[src/rtl/control_unit_fsm.sv]
// control_unit_fsm: multi-cycle instruction control FSM; define CU_RETIRE_CNT_EN to add the retired-instruction counter port
module control_unit_fsm #(
    parameter int TIMEOUT = 16,
    parameter int CNT_W   = 32
) (
    input  logic       clk,
    input  logic       rst,
    input  logic       instr_valid,
    input  logic [2:0] opcode,
    input  logic [1:0] funct,
    output logic       instr_ready,
    output logic       mem_req,
    input  logic       mem_ack,
    output logic [1:0] branch,
    output logic [1:0] ext_sel,
    output logic       rb_sel,
    output logic       opb_sel,
    output logic       alu_func,
    output logic       wd_sel,
    output logic       wr_en,
    output logic       wm_en,
    output logic       flag_en,
    output logic       pc_en,
    output logic       busy,
    output logic       err
`ifdef CU_RETIRE_CNT_EN
    ,output logic [CNT_W-1:0] retired
`endif
);
    localparam logic [2:0] FETCH = 3'd0, DECODE = 3'd1, EXEC = 3'd2, MEM = 3'd3, WB = 3'd4, ERR = 3'd5;
    localparam int TW = $clog2(TIMEOUT + 1);

    if (CNT_W < 1 || TIMEOUT < 1) begin : g_bad_cfg
        $error("control_unit_fsm: CNT_W and TIMEOUT must be at least 1");
    end

    logic [2:0]    state_q, state_d, op_q, op_d;
    logic [1:0]    fn_q, fn_d;
    logic [7:0]    ctrl_q, ctrl_d, dec_ctrl;
    logic [TW-1:0] tmo_q, tmo_d;
    logic          pc_en_q, pc_en_d, is_ldr, is_str, is_mem, illegal;

    assign is_ldr  = op_q == 3'b010;
    assign is_str  = op_q == 3'b011;
    assign is_mem  = is_ldr || is_str;
    assign illegal = op_q == 3'b001 && !fn_q[1];
    // control word packed as {branch, ext_sel, opb_sel, alu_func, wd_sel, rb_sel}
    assign dec_ctrl = op_q[2] ? {op_q[1:0], 6'b10_0000}
                    : op_q[1] ? {4'b11_01, 1'b1, 1'b0, is_ldr, is_str}
                    : {2'b11, fn_q[0] ? 2'b00 : 2'b11, fn_q[0], fn_q[1], 2'b00};

    always_comb begin
        state_d = state_q;
        op_d    = op_q;
        fn_d    = fn_q;
        ctrl_d  = ctrl_q;
        tmo_d   = '0;
        case (state_q)
            FETCH: if (instr_valid) begin
                op_d    = opcode;
                fn_d    = funct;
                state_d = DECODE;
            end
            DECODE: begin
                state_d = illegal ? ERR : EXEC;
                ctrl_d  = dec_ctrl;
            end
            EXEC: state_d = op_q == 3'b000 ? WB : is_mem ? MEM : FETCH;
            MEM: begin
                state_d = mem_ack ? (is_ldr ? WB : FETCH) : tmo_q == TW'(TIMEOUT - 1) ? ERR : MEM;
                tmo_d   = tmo_q + TW'(1);
            end
            WB: state_d = FETCH;
            default: state_d = ERR;
        endcase
        pc_en_d = state_d == FETCH && (state_q == EXEC || state_q == MEM || state_q == WB);
    end

    always_ff @(posedge clk) begin
        if (rst) begin
            state_q <= FETCH;
            op_q    <= '0;
            fn_q    <= '0;
            ctrl_q  <= 8'b11_00_0000;
            tmo_q   <= '0;
            pc_en_q <= 1'b0;
        end else begin
            state_q <= state_d;
            op_q    <= op_d;
            fn_q    <= fn_d;
            ctrl_q  <= ctrl_d;
            tmo_q   <= tmo_d;
            pc_en_q <= pc_en_d;
        end
    end

    assign {branch, ext_sel, opb_sel, alu_func, wd_sel, rb_sel} = ctrl_q;
    assign instr_ready = state_q == FETCH;
    assign busy        = !instr_ready;
    assign err         = state_q == ERR;
    assign mem_req     = state_q == MEM;
    assign wm_en       = mem_req && is_str;
    assign wr_en       = state_q == WB;
    assign flag_en     = state_q == EXEC && op_q == 3'b001;
    assign pc_en       = pc_en_q;

`ifdef CU_RETIRE_CNT_EN
    logic [CNT_W-1:0] retired_q, retired_d;

    always_comb retired_d = retired_q + CNT_W'(pc_en_q);

    always_ff @(posedge clk) begin
        if (rst) retired_q <= '0;
        else retired_q <= retired_d;
    end

    assign retired = retired_q;
`endif
endmodule

[config.mk]
export PLATFORM = sky130hd
export DESIGN_NAME = control_unit_fsm
export DESIGN_NICKNAME = d
export VERILOG_FILES = /design/src/rtl/control_unit_fsm.sv
export SDC_FILE = /design/constraint.sdc
export NUM_CORES = 1
export LEC_CHECK = 0
export CORE_ASPECT_RATIO = 0.7
export CORE_MARGIN = 2
export CORE_UTILIZATION = 40
export DETAILED_ROUTE_END_ITERATION = 8
export DONT_BUFFER_PORTS = 1
export GPL_TIMING_DRIVEN = 0
export PLACE_DENSITY = 0.59
export SLEW_MARGIN = 10
export SYNTH_ARGS = -nofsm -noshare
export SYNTH_HDL_FRONTEND = slang
export SYNTH_SLANG_ARGS = --single-unit
[constraint.sdc]
create_clock -name clk -period 1.6 [get_ports clk]
set_input_delay 0.16 -clock clk [delete_from_list [all_inputs] [get_ports clk]]
set_output_delay 0.16 -clock clk [all_outputs]
set_load 0.01 [all_outputs]
== After elaboration in Yosys (flattened, before gate mapping) ==
Cells that the tools add are included.
Widths: inputs -> output; s select.

* Add/sub/neg operators: 1
* Equal/unequal tests: 9
* Muxes and demuxes: 11
* Bitwise gates (word level): 1
* Reduce and logical (&&, ||, !) cells: 14

{| class="wikitable"
|+ Operators with widths
! operator !! count
|-
| $mux 3 || 6
|-
| $pmux 3 s5 || 1
|-
| $eq 3x2->1 const B || 4
|-
| $logic_not 3->1 || 3
|-
| $mux 8 || 1
|-
| $eq 3x1->1 const B || 2
|-
| $eq 3x3->1 const B || 2
|-
| $mux 6 || 1
|-
| $add 5x1->5 const B || 1
|-
| $eq 5x4->1 const B || 1
|-
| $logic_and 1x1->1 || 4
|-
| $mux 2 || 2
|-
| $logic_or 1x1->1 || 3
|-
| $logic_not 1->1 || 2
|-
| $reduce_and 2->1 || 1
|-
| $reduce_or 2->1 || 1
|-
| $not 1->1 || 1
|}

* Register bits: 22
* Output and inout port bits: 16
* Word-level logic and storage cells: 42

== Logic depth before layout (Yosys ltp) ==
* Depth after elaboration: 7
* Mapped depth: 7

== Least setup slack after synthesis ==
No wires, ideal clock.

* Kind: reg2reg
* Start: reg tmo_q[0]
* End: reg pc_en_q, in the netlist pc_en
* Setup time: 0.116 ns
* Data arrival time: 1.450 ns
* Path slack: 0.035 ns
* Stages on the path, launching flop included: 8
* Period minus slack after synthesis: 1.565 ns
* Cell sequence: dfxtp_1 ha_1 and3_1 ha_1 o21ai_0 o211ai_2 a21oi_1 and3b_1

* Longest elaborated chain between the ends: 6

{| class="wikitable"
|+ RTL lines
! what !! line !! text
|-
| from (decl) || 40 || <nowiki>logic [TW-1:0] tmo_q, tmo_d;</nowiki>
|-
| from (signal assigned) || 92 || <nowiki>tmo_q <= tmo_d;</nowiki>
|-
| $eq 5x4->1 || 70 || <nowiki>state_d = mem_ack ? (is_ldr ? WB : FETCH) : tmo_q == TW'(TIMEOUT - 1) ? ERR : MEM;</nowiki>
|-
| $mux 3 (2 in a row) || 70 ||
|-
| $pmux 3 s5 || 58 || <nowiki>case (state_q)</nowiki>
|-
| $logic_not 3->1 || 76 || <nowiki>pc_en_d = state_d == FETCH && (state_q == EXEC || state_q == MEM || state_q == WB);</nowiki>
|-
| $logic_and 1x1->1 || 76 ||
|-
| to (signal assigned) || 93 || <nowiki>pc_en_q <= pc_en_d;</nowiki>
|-
| to (decl) || 41 || <nowiki>logic pc_en_q, pc_en_d, is_ldr, is_str, is_mem, illegal;</nowiki>
|}

Every way passes these cells.
A chain may end at the register's enable or synchronous reset.

== Worst setup path in the final report ==
* Start: reg op_q[2]
* End: reg pc_en_q, in the netlist pc_en

* Longest elaborated chain between the ends: 7

{| class="wikitable"
|+ RTL lines
! what !! line !! text
|-
| from (decl) || 37 || <nowiki>logic [2:0] state_q, state_d, op_q, op_d;</nowiki>
|-
| from (signal assigned) || 89 || <nowiki>op_q <= op_d;</nowiki>
|-
| $eq 3x2->1, on equally long branches || 43, 44 ||
|-
| $logic_or 1x1->1 || 45 || <nowiki>assign is_mem = is_ldr || is_str;</nowiki>
|-
| $mux 2 || 68 || <nowiki>EXEC: state_d = op_q == 3'b000 ? WB : is_mem ? MEM : FETCH;</nowiki>
|-
| $mux 3 || 68 ||
|-
| $pmux 3 s5 * || 58 ||
|-
| $logic_not 3->1 * || 76 ||
|-
| $logic_and 1x1->1 * || 76 ||
|}

Every way passes the cells marked *; elsewhere a longest branch is shown, timed or not.

==> qor.txt <==
Setup crit end kind - register
Synthesized instance count - 121
Net count, final - 142
Sum Neg Setup Slack - 0 ns
Reg clk slew, reported paths - 0.13 ns
Via count - 847
H-tree depth - 1
Critical Path RT - 1.83 ns
Crit path from - op_q[2]
First-pass GRT wire length - 3350 um
Register area - 443 um^2
Antenna viol nets, final - 0
Crit start category - register
Worst hold path type - primary input to register
Worst reg-to-reg path cell count - 5
Initial core utilization - 42.1%
Initial antenna violation count - 0
Yosys reg bits - 22
DR WL/cell - 13.4 um
Mapped Nets - 132
Chip height - 46.4 um
Drt pass-1 iters - 4
MaxCap Viol Count - 0
YS warnings - 0
Maximum fanout along the worst path - 10
Iteration-0 DRC count of the detailed router - 28
Total power - 1.38 mW
Grt ovf - 0
DPL Wire Length - 1510 um
CTS tree - built
Worst slew margin - 69.4%
PwrDens - 1110 nW/um^2
Peak supply drop - 0.000425 V
Syn avg cell area - 8.48 um^2
Clk_skew - 0.00823 ns
Multi-input logic area - 564 um^2
Routed wire length - 2200 um
Worst-margin pin slew - 0.458 ns
CP endpoint - pc_en
Mapped Area - 1030 um^2
Finished Cell Area - 1240 um^2
Post-synth cell types - 38
Die ar. - 2990 um^2
Final Max Slew Viols - 0
Core footprint - 2440 um^2
Final period utilization - 96.9%
Worst Setup Slack, final - 0.0502 ns
Layout cells sized above 1 - 23.8%
DP Cell Count - 155
P&R area growth vs syn - 20.6%
R2R Path Start - op_q[2]
Worst EP arrival - 1.78 ns
Largest net degree at the start of global routing - 14
DP Area - 1070 um^2
Clk_lat worst skew - 0.31 ns
Root buf cell - clkbuf_4
Die width - 64.5 um
Vias in the first global route - 731
Yosys top cell by area - dfxtp_1
Worst slack, placed - -0.105 ns
Most frequent cells in the layout - 23 x nor2_1, 20 x dfxtp_1, 11 x a21oi_1
Pleak - 0.481 nW
Reg2reg end - pc_en
Setup violations, final - 0
Gr usage total - 15.4%
Final min period - 1.55 ns
Boundary Pins - 25
PortBufs - 0
Num rows - 15
Residual DRC count - 0
Clock Tree Buf Depth - 2
Final hold violation count - 0
GP Congestion - 0.807
Ant diodes - 0
Non-Filler Instances - 164
Number of clock sinks - 22
Most common cell after layout, fill and taps aside - nor2_1
Fill count - 250
Post-synth top area share - 42.9%
Vias/cell - 5.16
Worst reg-to-reg setup slack - 0.05 ns
Cts bufs inserted - 3
Status - finished, final reports clean
Max frequency - 0.645 GHz
Top post-synthesis cells by area - dfxtp_1 43%, nor2_1 8.4%, a21oi_1 5.4%, mux2i_1 3.9%, ha_1 2.4%
RSZ-0062 raised after global routing - true
Critical path class - register to register
Register area share after synthesis - 42.9%
## routing by layer
layer | track usage [%] | routed length, um | vias to the layer above | share of wire [%]
li1 | - | - | 422 | -
met2 | 25.6 | 1010 | 28 | 46
met4 | 5.11 | 23 | 0 | 1.0
met5 | 0 | 0 | - | 0
met3 | 6.60 | 164 | 2 | 7.5
met1 | 18.4 | 1000 | 395 | 46
## state kept, by name, indices dropped and copies added (netlist names)
signal	flops
ctrl_q	8
fn_q	2
op_q	3
pc_en	1
state_q	3
tmo_q	5
## where the power goes
group	total, mW	switching [mW]	internal [mW]	leakage (nW)
sequential	0.625	0.0359	0.589	0.180
combinational	0.321	0.181	0.141	0.273
clock	0.429	0.176	0.253	0.0279
total	1.38	0.392	0.983	0.481
## synthesized netlist by cell type (all sizes together)
cell type  number
a211o           1
a211oi          1
a21oi          11
a221oi          1
a31oi           1
and2            2
and2b           1
and3            1
and3b           2
buf             7
clkbuf          2
dfxtp          22
ha              2
inv             6
mux2i           4
nand2           3
nand2b          2
nand3           3
nand3b          2
nor2           23
nor2b           2
nor3            5
nor3b           2
nor4            1
o211ai          1
o21ai           4
o21bai          1
or2             2
or2b            1
or3             1
or3b            1
or4b            1
xnor2           1
xor2            1
## critical path, cell delays in order, from the launching register on
cell      delay (ns)
dfxtp_1         0.32
buf_2           0.18
or4b_4          0.52
o21ai_2         0.18
a221oi_2        0.06
and3b_1         0.19
## area by class of cell
| type | count | area share, % |
|---|---|---|
| Sequential cell | 22 | 35.8 |
| Timing Repair Buffer | 6 | 4.45 |
| Tap cell | 34 | 3.44 |
| Multi-Input combinational cell | 84 | 45.6 |
| Clock buffer | 3 | 1.82 |
| Inverter | 6 | 2.02 |
| Buffer | 8 | 4.45 |
| Clock inverter | 1 | 2.43 |
## kinds of logic after synthesis
family	count (synthesis)	share of synthesized area, %
AND/OR/NAND/NOR	55	28.9
flip-flops	22	42.9
AO/OA/AOI/OAI	21	12.3
buffers and inverters	15	7.81
multiplexers	4	3.90
XOR/XNOR	2	1.71
adder cells (fa/ha/maj)	2	2.44
## worst min path at each step
| stage | start | to | slack, ns | cells past startpoint |
|---|---|---|---|---|
| 2_1_floorplan | opcode[0] | op_q[0] | 0.30 | 2 |
| 3_3_place_gp | opcode[1] | op_q[1] | 0.31 | 2 |
| 3_5_place_dp | opcode[0] | op_q[0] | 0.32 | 2 |
| 4_1_cts | opcode[1] | op_q[1] | 0.002 | 2 |
| 5_1_grt | opcode[1] | op_q[1] | 0.01 | 2 |
| 6_report | opcode[1] | op_q[1] | 0.02 | 2 |
## metrics by stage
| stage | hold slack (ns) | util (%) |
|---|---|---|
| after floorplan | 0.300 | - |
| after global placement | 0.310 | 43.8 |
| after detailed placement | 0.324 | 43.8 |
| after CTS | 0.00222 | 48.3 |
| after global routing | 0.00971 | 50.7 |
| final | 0.0194 | 50.7 |
## repair_timing
action	in CTS	in global routing
gates resized for setup	5	14
endpoints found under the hold margin	4	0
pin swaps	1	7
setup endpoints to repair	9	9
hold buffers	4	0
buffers inserted	0	2
Note: power is estimated with default switching activity, not from simulation.
